File: src/rtl/awgn_ctrl_pkg.sv
// Shared types and constants for the AWGN core sequencer: FSM states,
// power-on Tausworthe seeds and the seed-reload hold time.
package awgn_ctrl_pkg;

   typedef enum logic [2:0] {
      ST_IDLE   = 3'd0,
      ST_LOAD   = 3'd1,
      ST_WARMUP = 3'd2,
      ST_RUN    = 3'd3,
      ST_DRAIN  = 3'd4,
      ST_DONE   = 3'd5
   } state_t;

   localparam logic [31:0] SEED_S1_DEF = 32'hFFFF_FFFF;
   localparam logic [31:0] SEED_S2_DEF = 32'hFDFD_FDFD;
   localparam logic [31:0] SEED_S3_DEF = 32'hEFEF_EFEF;
   localparam logic [31:0] SEED_S4_DEF = 32'hFEDA_FEDA;
   localparam logic [31:0] SEED_S5_DEF = 32'hFFFA_FFFA;
   localparam logic [31:0] SEED_S6_DEF = 32'hFDEA_FDEA;

   localparam int LOAD_CYC = 2;

   function automatic logic [31:0] seed_default(input logic [2:0] idx);
      case (idx)
         3'd0:    return SEED_S1_DEF;
         3'd1:    return SEED_S2_DEF;
         3'd2:    return SEED_S3_DEF;
         3'd3:    return SEED_S4_DEF;
         3'd4:    return SEED_S5_DEF;
         3'd5:    return SEED_S6_DEF;
         default: return 32'h0;
      endcase
   endfunction

endpackage

File: src/rtl/awgn_sample_fifo.sv
// First-word fall-through sample-pair FIFO; a pop in the same cycle frees a
// slot so a full FIFO can still accept a push.
module awgn_sample_fifo #(
   parameter int W     = 32,
   parameter int DEPTH = 8
) (
   input  logic                       i_clk,
   input  logic                       i_rst_n,
   input  logic                       i_push,
   input  logic [W-1:0]               i_data,
   input  logic                       i_pop,
   output logic [W-1:0]               o_data,
   output logic                       o_full,
   output logic                       o_empty,
   output logic [$clog2(DEPTH):0]     o_count
);

   localparam int AW = $clog2(DEPTH);

   logic [W-1:0]  r_mem [DEPTH];
   logic [AW-1:0] r_wr_ptr;
   logic [AW-1:0] r_rd_ptr;
   logic [AW:0]   r_count;
   logic          w_do_pop;
   logic          w_do_push;

   assign o_full    = (r_count == (AW+1)'(DEPTH));
   assign o_empty   = (r_count == '0);
   assign o_count   = r_count;
   assign o_data    = r_mem[r_rd_ptr];
   assign w_do_pop  = i_pop && !o_empty;
   assign w_do_push = i_push && (!o_full || w_do_pop);

   always_ff @(posedge i_clk or negedge i_rst_n) begin
      if (!i_rst_n) begin
         for (int i = 0; i < DEPTH; i++) r_mem[i] <= '0;
         r_wr_ptr <= '0;
         r_rd_ptr <= '0;
         r_count  <= '0;
      end else begin
         if (w_do_push) begin
            r_mem[r_wr_ptr] <= i_data;
            r_wr_ptr        <= r_wr_ptr + 1'b1;
         end
         if (w_do_pop) r_rd_ptr <= r_rd_ptr + 1'b1;
         case ({w_do_push, w_do_pop})
            2'b10:   r_count <= r_count + 1'b1;
            2'b01:   r_count <= r_count - 1'b1;
            default: r_count <= r_count;
         endcase
      end
   end

endmodule

File: src/rtl/awgn_seq_ctrl.sv
// Sequencer for the Box-Muller AWGN core: seeds, core reset, warm-up and
// burst capture into a sample-pair FIFO.
//   state  | meaning
//   IDLE   | core held in reset, seeds writable, waiting for start
//   LOAD   | core held in reset so it reloads the seeds
//   WARMUP | core running, outputs discarded while its pipeline fills
//   RUN    | one pair per cycle pushed (or dropped when full)
//   DRAIN  | core back in reset, waiting for consumer to empty the FIFO
//   DONE   | one-cycle completion pulse
module awgn_seq_ctrl
   import awgn_ctrl_pkg::*;
#(
   parameter int SW         = 16,
   parameter int WARMUP_CYC = 4,
   parameter int FIFO_DEPTH = 8,
   parameter int LEN_W      = 16
) (
   input  logic             i_clk,
   input  logic             i_rst_n,
   input  logic             i_seed_we,
   input  logic [2:0]       i_seed_idx,
   input  logic [31:0]      i_seed_in,
   input  logic [LEN_W-1:0] i_burst_len,
   input  logic             i_start,
   output logic             o_core_rst,
   output logic [31:0]      o_s1,
   output logic [31:0]      o_s2,
   output logic [31:0]      o_s3,
   output logic [31:0]      o_s4,
   output logic [31:0]      o_s5,
   output logic [31:0]      o_s6,
   input  logic [SW-1:0]    i_core_x0,
   input  logic [SW-1:0]    i_core_x1,
   output logic [2*SW-1:0]  o_out_data,
   output logic             o_out_valid,
   input  logic             i_out_ready,
   output logic             o_busy,
   output logic             o_done,
   output logic             o_overflow,
   output logic [LEN_W-1:0] o_drop_cnt
);

   localparam int CNT_W   = $clog2(FIFO_DEPTH) + 1;
   localparam int TMR_MAX = (WARMUP_CYC > LOAD_CYC) ? WARMUP_CYC : LOAD_CYC;
   localparam int TMR_W   = $clog2(TMR_MAX + 1);

   state_t           r_state;
   logic             r_core_rst;
   logic [TMR_W-1:0] r_tmr;
   logic [LEN_W-1:0] r_remain;
   logic             r_overflow;
   logic [LEN_W-1:0] r_drop_cnt;
   logic [31:0]      r_seed [6];

   logic             w_full;
   logic             w_empty;
   logic [CNT_W-1:0] w_count;
   logic             w_pop;
   logic             w_push;
   logic             w_drop;

   assign w_pop  = !w_empty && i_out_ready;
   assign w_push = (r_state == ST_RUN) && (!w_full || w_pop);
   assign w_drop = (r_state == ST_RUN) && w_full && !w_pop;

   awgn_sample_fifo #(
      .W     (2*SW),
      .DEPTH (FIFO_DEPTH)
   ) u_fifo (
      .i_clk   (i_clk),
      .i_rst_n (i_rst_n),
      .i_push  (w_push),
      .i_data  ({i_core_x1, i_core_x0}),
      .i_pop   (w_pop),
      .o_data  (o_out_data),
      .o_full  (w_full),
      .o_empty (w_empty),
      .o_count (w_count)
   );

   always_ff @(posedge i_clk or negedge i_rst_n) begin
      if (!i_rst_n) begin
         r_state    <= ST_IDLE;
         r_core_rst <= 1'b1;
         r_tmr      <= '0;
         r_remain   <= '0;
         r_overflow <= 1'b0;
         r_drop_cnt <= '0;
         for (int i = 0; i < 6; i++) r_seed[i] <= seed_default(3'(i));
      end else begin
         if (r_state == ST_IDLE && i_seed_we && i_seed_idx <= 3'd5)
            r_seed[i_seed_idx] <= i_seed_in;
         case (r_state)
            ST_IDLE: begin
               r_core_rst <= 1'b1;
               if (i_start) begin
                  if (i_burst_len != '0) begin
                     r_remain   <= i_burst_len;
                     r_overflow <= 1'b0;
                     r_drop_cnt <= '0;
                     r_tmr      <= TMR_W'(LOAD_CYC - 1);
                     r_state    <= ST_LOAD;
                  end else begin
                     r_state <= ST_DONE;
                  end
               end
            end
            ST_LOAD: begin
               if (r_tmr == '0) begin
                  r_tmr      <= TMR_W'(WARMUP_CYC - 1);
                  r_core_rst <= 1'b0;
                  r_state    <= ST_WARMUP;
               end else begin
                  r_tmr <= r_tmr - 1'b1;
               end
            end
            ST_WARMUP: begin
               if (r_tmr == '0) r_state <= ST_RUN;
               else             r_tmr   <= r_tmr - 1'b1;
            end
            ST_RUN: begin
               if (w_push) begin
                  r_remain <= r_remain - 1'b1;
                  if (r_remain == LEN_W'(1)) begin
                     r_core_rst <= 1'b1;
                     r_state    <= ST_DRAIN;
                  end
               end
               if (w_drop) begin
                  r_overflow <= 1'b1;
                  if (r_drop_cnt != {LEN_W{1'b1}}) r_drop_cnt <= r_drop_cnt + 1'b1;
               end
            end
            ST_DRAIN: begin
               if (w_count == '0) r_state <= ST_DONE;
            end
            ST_DONE:  r_state <= ST_IDLE;
            default:  r_state <= ST_IDLE;
         endcase
      end
   end

   assign o_core_rst  = r_core_rst;
   assign o_out_valid = !w_empty;
   assign o_busy      = (r_state != ST_IDLE);
   assign o_done      = (r_state == ST_DONE);
   assign o_overflow  = r_overflow;
   assign o_drop_cnt  = r_drop_cnt;
   assign o_s1 = r_seed[0];
   assign o_s2 = r_seed[1];
   assign o_s3 = r_seed[2];
   assign o_s4 = r_seed[3];
   assign o_s5 = r_seed[4];
   assign o_s6 = r_seed[5];

endmodule

File: config.mk
export PLATFORM = sky130hd
export DESIGN_NAME = awgn_seq_ctrl
export DESIGN_NICKNAME = d
export VERILOG_FILES = /design/src/rtl/awgn_ctrl_pkg.sv /design/src/rtl/awgn_sample_fifo.sv /design/src/rtl/awgn_seq_ctrl.sv
export SDC_FILE = /design/constraint.sdc
export NUM_CORES = 1
export LEC_CHECK = 0
export CAP_MARGIN = 20
export CORE_MARGIN = 2
export CORE_UTILIZATION = 35
export CTS_CLUSTER_SIZE = 16
export DETAILED_ROUTE_END_ITERATION = 6
export PLACE_DENSITY_LB_ADDON = 0.15
export SYNTH_ARGS = -nofsm -noshare
export SYNTH_HDL_FRONTEND = slang
export SYNTH_SLANG_ARGS = --single-unit
export TNS_END_PERCENT = 5
File: constraint.sdc
create_clock -name i_clk -period 6.85 [get_ports i_clk]
set_clock_uncertainty 0.2 [all_clocks]
set_input_delay 1.0275 -clock i_clk [delete_from_list [all_inputs] [get_ports i_clk]]
set_output_delay 1.0275 -clock i_clk [all_outputs]
set_load 0.01 [all_outputs]
* Word level (Yosys, flattened, before mapping)
Cells that the tools add are included.
** Cells by class
- $lt $le $gt $ge :: 6
- Mux-type cells :: 40
- Bitwise operators :: 3
- Reduce and logical (&&, ||, !) cells :: 30
- Equal/unequal tests :: 20
- $add $sub $neg :: 7
** Operators with widths (count)
- $bwmux 256 :: 1
- $bwmux 192 :: 1
- $demux 32 s3 :: 2
- $mux 32 :: 4
- $mux 16 :: 7
- $bmux 32 s3 :: 1
- $pmux 16 s2 :: 2
- $mux 3 :: 11
- $add 16x1->16 const B :: 1
- $eq 16x1->1 const B :: 1
- $ne 16x16->1 const B :: 1
- $reduce_and 4->1 :: 4
- $reduce_bool 16->1 :: 1
- $sub 16x1->16 const B :: 1
- $pmux 3 s5 :: 1
- $ge 4x4->1 const B :: 3
- $not 3->4 :: 3
- $logic_and 1x1->1 :: 10
- $ne 2x1->1 const B :: 5
- $ne 2x2->1 const B :: 5
- $pmux 3 s3 :: 1
- $reduce_bool 3->1 :: 3
- $lt 4x1->1 const B :: 2
- $pmux 4 s2 :: 1
- 21 further kinds :: 34
** Storage, ports and cells
- Word-level logic and storage cells :: 129
- Output and inout bits :: 245
- Register bits :: 498

* Longest topological paths before layout
Gate-level depths: netlist of run 1.
- Depth after elaboration :: 8
- Depth in mapped cells :: 11
- Depth with buffers taken out :: 10

* Hierarchy
Synthesis of run 1 repeated with hierarchy kept, for this count alone.
** Second synthesis, totals
- Cells, all modules :: 1426
- Area, all modules :: 21884.7 sq um
** Modules (own cells, without submodules)
- awgn_sample_fifo :: times used 1, cells an instance 719, area each 12149.2 sq um
- awgn_seq_ctrl :: times used 1, cells an instance 707, area each 9735.6 sq um

* Worst setup path before layout of run 1
OpenSTA, ideal clock, no wires.
- Path type :: register to output
- Start point :: reg u_fifo.r_rd_ptr[0]
- End point :: out o_out_data[18]
- Cell stages (with the launch flop) :: 5
- Path buffers :: 2
- Slack :: 3.722 ns
- Arrival :: 1.900 ns
- Cell sequence :: dfrtp_1 -> clkbuf_1 -> buf_2 -> mux4_2 -> mux2_2
** Between the ends
- Cells in the longest elaborated chain, start to end :: 4
** Ends and longest elaborated chain
- from (decl) :: RTL line awgn_sample_fifo.sv:22 : logic [AW-1:0] r_rd_ptr;
- from (signal assigned) :: RTL line awgn_sample_fifo.sv:45 : if (w_do_pop) r_rd_ptr <= r_rd_ptr + 1'b1;
- $not 3->4 (not written as such) :: RTL line awgn_sample_fifo.sv:30 : assign o_data = r_mem[r_rd_ptr];
- $bmux 32 s3 :: RTL line awgn_sample_fifo.sv:30
- $mux 32 (not written as such) (2 in a row) :: RTL line awgn_sample_fifo.sv:30
- to (decl) :: RTL line awgn_seq_ctrl.sv:34 : output logic [2*SW-1:0] o_out_data,
Every way passes these cells. The select of a mux whose other input is x is not followed.

* Worst setup path after layout of run 1
- Start point :: reg u_fifo.r_rd_ptr[0]
- End point :: out o_out_data[1]
The elaborated chain is that of the path after synthesis.

==> results of run 1 <==
-- worst register-to-register path, delay by kind of cell (launching register included) --
family	cells	cell delay (ns)
compound gates	1	0.55
buf+inv	2	0.79
flops	1	0.66
mux	1	0.44
simple gates	2	0.69
-- final cells by class --
cell class              count  area [um^2]
repair buffers            354         3550
inverters                  12         45.0
clock buffers              94         1740
flip-flops and latches    498        12700
multi-input cells         837         8720
fillers                  5543        33700
well taps                 837         1050
diodes                      1         2.50
clock inverters            12          125
-- cells in the final DEF (no fill, tap or decap), types with 5 or more instances in the layout --
| master | instances |
|---|---|
| dfrtp_1 | 330 |
| o31ai_1 | 5 |
| xnor2_1 | 10 |
| or3_1 | 6 |
| inv_1 | 11 |
| o21ai_0 | 24 |
| a21oi_1 | 22 |
| dfstp_2 | 165 |
| clkinv_2 | 5 |
| clkbuf_8 | 17 |
| nor4_1 | 11 |
| clkbuf_1 | 20 |
| nor2_1 | 42 |
| mux2_2 | 468 |
| clkbuf_16 | 57 |
| xor2_1 | 5 |
| o22ai_1 | 7 |
| nand4_1 | 9 |
| ha_1 | 10 |
| mux4_2 | 64 |
| nand3_1 | 20 |
| nand2b_1 | 5 |
| clkdlybuf4s50_1 | 331 |
| mux2_1 | 14 |
| buf_4 | 18 |
| nor3_1 | 7 |
| nand2_1 | 41 |
-- power breakdown --
group / internal (mW) / leakage, nW / switching, mW / total, mW
clock network: 1.79 / 0.906 / 1.20 / 3.00
logic: 2.27 / 4.64 / 1.38 / 3.65
registers: 3.81 / 5.65 / 0.580 / 4.39
-- flip-flops by register name (all words and copies together), names as in the netlist, 4 cells and up --
name,flops
u_fifo.r_mem,256
o_s1,32
o_s2,32
o_s3,32
o_s4,32
o_s5,32
o_s6,32
o_drop_cnt,16
r_remain,16
u_fifo.o_count,4
-- cells by family after synthesis --
| group | count (synthesis) | share of synthesized area [%] |
|---|---|---|
| flip-flops | 498 | 58.3 |
| AO/OA/AOI/OAI | 87 | 2.55 |
| adder cells (fa/ha/maj) | 10 | 0.576 |
| AND/OR/NAND/NOR | 177 | 4.50 |
| XOR/XNOR | 15 | 0.604 |
| buffers and inverters | 88 | 1.79 |
| multiplexers | 548 | 31.7 |
-- routing by layer --
| metal | part of all wire, % | up-vias |
|---|---|---|
| met5 | 0.023 | - |
| met4 | 2.3 | 2 |
| met3 | 8.3 | 84 |
| met2 | 47 | 315 |
| met1 | 42 | 6952 |
| li1 | - | 5942 |
-- stage by stage --
stage               setup WS [ns]  cells  util (%)  total power, mW  hold WS [ns]
floorplan                    3.72   1423         -             6.81         0.253
global placement             2.56   2536      42.2             8.07         0.268
detailed placement           2.55   2536      42.2             8.16         0.275
CTS                          1.89   2642      45.2             11.2         0.289
global route                 1.76   2645      45.3             11.7         0.303
finish                       2.07   2645      45.3             11.0         0.275
-- path summary, 6_finish.rpt --
path,slack [ns],to
hold reg to reg,0.28,u_fifo.r_mem[228]
max in group asynchronous,4.66,r_remain[2]
setup / recovery,2.07,o_out_data[1]
hold / removal,0.27,u_fifo.r_mem[105]
setup reg to reg,3.40,u_fifo.r_mem[184]
min in group i_clk,0.28,u_fifo.r_mem[228]
==> flow_summary.ini, run 1 <==
[outcome]
status = complete, no violations

[clock_network]
clkTransAtPathRegs_ns = 0.06
clock-sinks = 498
post-cts-setup-buffers = 0
htree_levels = 2
cts_made_buffers = 56
ctsHoldBuffers = 0
cts_buffer_depth = 3
clk_latency_ns = 0.59
cts_tree = yes
ctsResizeCount = 0
cts-root-buf = clkbuf_16

[place]
place_area_um2 = 26000
dp_hpwl_um = 34400
routabilityCongestion = 0.784
port_buffers = 332

[worst_setup_path]
cp_max_fo = 45
crit_cells = 4
cpMaxStageDelayCell = dfrtp_4
critical_path.top_delay_family = flip-flops
worstPathRequired_ns = 5.62
critPathLaunch = u_fifo.r_rd_ptr[0]
worstRegToRegCells = 6
cp.arrival_ns = 3.55
endpoint_kind = primary output
criticalPathCategory = register to primary output
cp-start-kind = register
slowest_delay_ns = 1.04
cp_cell_sequence = buf_4 -> mux4_2 -> mux2_2 -> clkdlybuf4s50_1
crit_buf_inv = 2
worst_r2r_startpoint = r_state[1]

[die]
pin_count = 333
start_util_pct = 35.3
fp.coreArea_um2 = 61600
dieArea_um2 = 64100
die_h_um = 253
die_w_um = 253
num_rows = 91

[synth]
synth_edf_count = 0
avgSynthCellArea_um2 = 15.3
synth_cell_types = 63
yosysWarnings = 0
ys_seq_elements = 498
yosys-top-cells-count = mux2_2, dfrtp_1, dfstp_2, mux4_2, nor2_1
synth_area_leaders = dfrtp_1, mux2_2, dfstp_2
yosysMostFrequentCell = mux2_2
synthFlopType = dfrtp_1
ys_seq_area_share_pct = 58.3
syn_nets = 1521
async_reset_ff_share_pct = 100
yosys.area.top_type_share_pct = 38.3
netlist_area_um2 = 21700
yosys.area.top_type = dfrtp_1
synthCells = 1423

[detailed_routing]
wl_um = 55800
drt-vias-per-instance = 5.03
first_pass_iters = 4
dr.first_iter.drc_count = 664
drc_errors = 0
drt-wirelength-per-cell_um = 21.1
ant_nets = 0
vias = 13295

[global_route]
grt_max_degree = 163
grt_pass1_wl_um = 86500
grtUsageTotal_pct = 17.5
overflow = 0
met3_usage_pct = 6.64
grt_pass1_vias = 14294
grt_use_met1_pct = 22.1
busiest_layer = met2
use_met2_pct = 28.1
antenna_found_initial = 3

[timing]
hold_viol_final = 0
tightestPinTransition_ns = 1.00
max_slew_margin_pct = 33.1
drv_slew = 0
fin_setup_tns_ns = 0
clock.fmax_mhz = 209
rsz0062_at_grt = no
post-route-period-util_pct = 69.8
period_needed_ns = 4.78
finalSetupViolCount = 0

[worst_hold_path]
hp-class = input pin to async pin

[job]
cap_violations = 0

[pwr]
p_leak_nw = 11.2
vdd_drop_max_mv = 0.227
powerDensity_nw_per_um2 = 396

[layout]
final_area_um2 = 27900
layout.nets = 1857
drive_above_1_share_pct = 45.6
syn_to_final_growth_pct = 28.4
Note: power is estimated with default switching activity, not from simulation.
==> run 2: changes to the inputs <==
==> constraint.sdc (replaced) <==
create_clock -name i_clk -period 4.9 [get_ports i_clk]
set_clock_uncertainty 0.2 [all_clocks]
set_input_delay 0.735 -clock i_clk [delete_from_list [all_inputs] [get_ports i_clk]]
set_output_delay 0.735 -clock i_clk [all_outputs]
set_load 0.01 [all_outputs]
==> flow_summary.ini, run 2 (synthesis results as in run 1) <==
[worst_hold_path]
hp-class = register to register
hp-start = o_overflow

[timing]
max_slew_margin_pct = 28.5
rsz0062_at_grt = no
tightestPinTransition_ns = 1.07
period_needed_ns = 4.02
fin_setup_tns_ns = 0
drv_slew = 0
hold_viol_final = 0
clock.fmax_mhz = 248
finalSetupViolCount = 0
post-route-period-util_pct = 82.1

[layout]
regArea_um2 = 12700
fillers = 5499
layout_common_cells = mux2_2, clkdlybuf4s50_1, dfrtp_1, dfstp_2, mux4_2
syn_to_final_growth_pct = 27.9
layout.nets = 1859
final_common_cell = mux2_2
post-route-util_pct = 45.1
multi_input_area_um2 = 8720
largest_reg_flops = 256
top_register = u_fifo.r_mem
drive_above_1_share_pct = 45.2

[place]
dp_hpwl_um = 35500
routabilityCongestion = 0.793
port_buffers = 332

[die]
die_w_um = 253
start_util_pct = 35.3
die_h_um = 253
num_rows = 91
pin_count = 333
fp.coreArea_um2 = 61600
dieArea_um2 = 64100

[clock_network]
cts_made_buffers = 55
htree_levels = 2
cts-root-buf = clkbuf_16
clkTransAtPathRegs_ns = 0.06
cts_buffer_depth = 3
clk_latency_ns = 0.59
ctsResizeCount = 0
cts_tree = yes
clock-sinks = 498

[worst_setup_path]
criticalPathCategory = register to primary output
cp.arrival_ns = 3.09
worst_r2r_startpoint = r_state[1]
endpoint_kind = primary output
cpMaxStageDelayCell = dfrtp_4
cp-start-kind = register
critical_path.top_delay_family = buffers and inverters
crit_buf_inv = 2
worstPathRequired_ns = 3.96
critPathLaunch = u_fifo.r_rd_ptr[0]
cp_cell_sequence = buf_12 -> mux4_2 -> mux2_2 -> clkdlybuf4s50_1
slowest_delay_ns = 0.66
cp_max_fo = 50

[pwr]
p_total_mw = 15.3
swShare_pct = 29.1
powerDensity_nw_per_um2 = 549
p_int_mw = 10.8
p_clk_share_pct = 25.9
p_leak_nw = 11.1
p_seq_share_pct = 40.3
p_sw_mw = 4.45
vdd_drop_max_mv = 0.341
power_frac_comb_pct = 33.8

[job]
cap_violations = 0

[outcome]
status = complete, no violations

[detailed_routing]
dr.first_iter.drc_count = 581
ant_nets = 0
drc_errors = 0
drt-vias-per-instance = 5.04
vias = 13324
first_pass_iters = 6
drt-wirelength-per-cell_um = 21.4
wl_um = 56700

[global_route]
grt_pass1_vias = 14667
grt_pass1_wl_um = 88800
grt_max_degree = 103
antenna_found_initial = 1
overflow = 0
grtUsageTotal_pct = 17.9
## run 2: what timing repair did
item / CTS / global route
hold buffers: 1 / 0
setup buffers: 0 / 0
endpoints found under the hold margin: 73 / 0
## run 2: power groups by stage
stage	Combinational [mW]	Clock, mW	Sequential (mW)
3_5_place_dp	5.27	0	6.21
4_1_cts	5.30	4.10	6.15
2_1_floorplan	3.73	0	5.79
5_1_grt	5.58	4.27	6.32
6_report	5.16	3.95	6.14
3_3_place_gp	5.17	0	6.14
## run 2: worst reg2reg max path: stages (launching register included)
cell      delay [ns]
dfrtp_1         0.67
nand3b_4        0.39
a21oi_2         0.51
inv_2           0.26
ha_1            0.35
xor2_1          0.17
ha_1            0.18
a21oi_1         0.15
xor2_1          0.20
nor2_1          0.07
xor2_1          0.14
## run 2: layout make-up
type / count / share of cell area [%]
flip-flops and latches: 498 / 45.6
clock buffers: 91 / 5.83
multi-input cells: 837 / 31.4
clock inverters: 10 / 0.320
repair buffers: 357 / 13.0
inverters: 12 / 0.162
diodes: 1 / 0.00900
well taps: 837 / 3.77
## run 2: final timing paths
check	end	slack (ns)	cells past startpoint
setup / recovery	o_out_data[2]	0.88	4
setup reg to reg	u_fifo.o_count[2]	1.50	10
min in group asynchronous	u_fifo.r_mem[105]	0.57	2
max in group asynchronous	u_fifo.r_mem[211]	2.73	3
hold reg to reg	o_overflow	0.29	2
hold / removal	o_overflow	0.29	2
## run 2: stage by stage
stage	setup slack (ns)	cell area, um^2	hold slack, ns	cells
after global placement	1.39	26100	0.265	2540
after CTS	0.770	27800	0.292	2642
final	0.875	27800	0.285	2643
after global routing	0.707	27800	0.296	2643
after detailed placement	1.32	26100	0.277	2540
after floorplan	2.06	21700	0.239	1423
## run 2: per-layer routing
layer,GRT usage (%),part of all wire [%],wire [um],up-vias
met5,0,0,0,-
met4,4.82,2.1,1200,0
met3,6.48,8.1,4590,72
met2,29.7,48,27300,309
met1,22.1,42,23600,7018
li1,-,-,-,5925
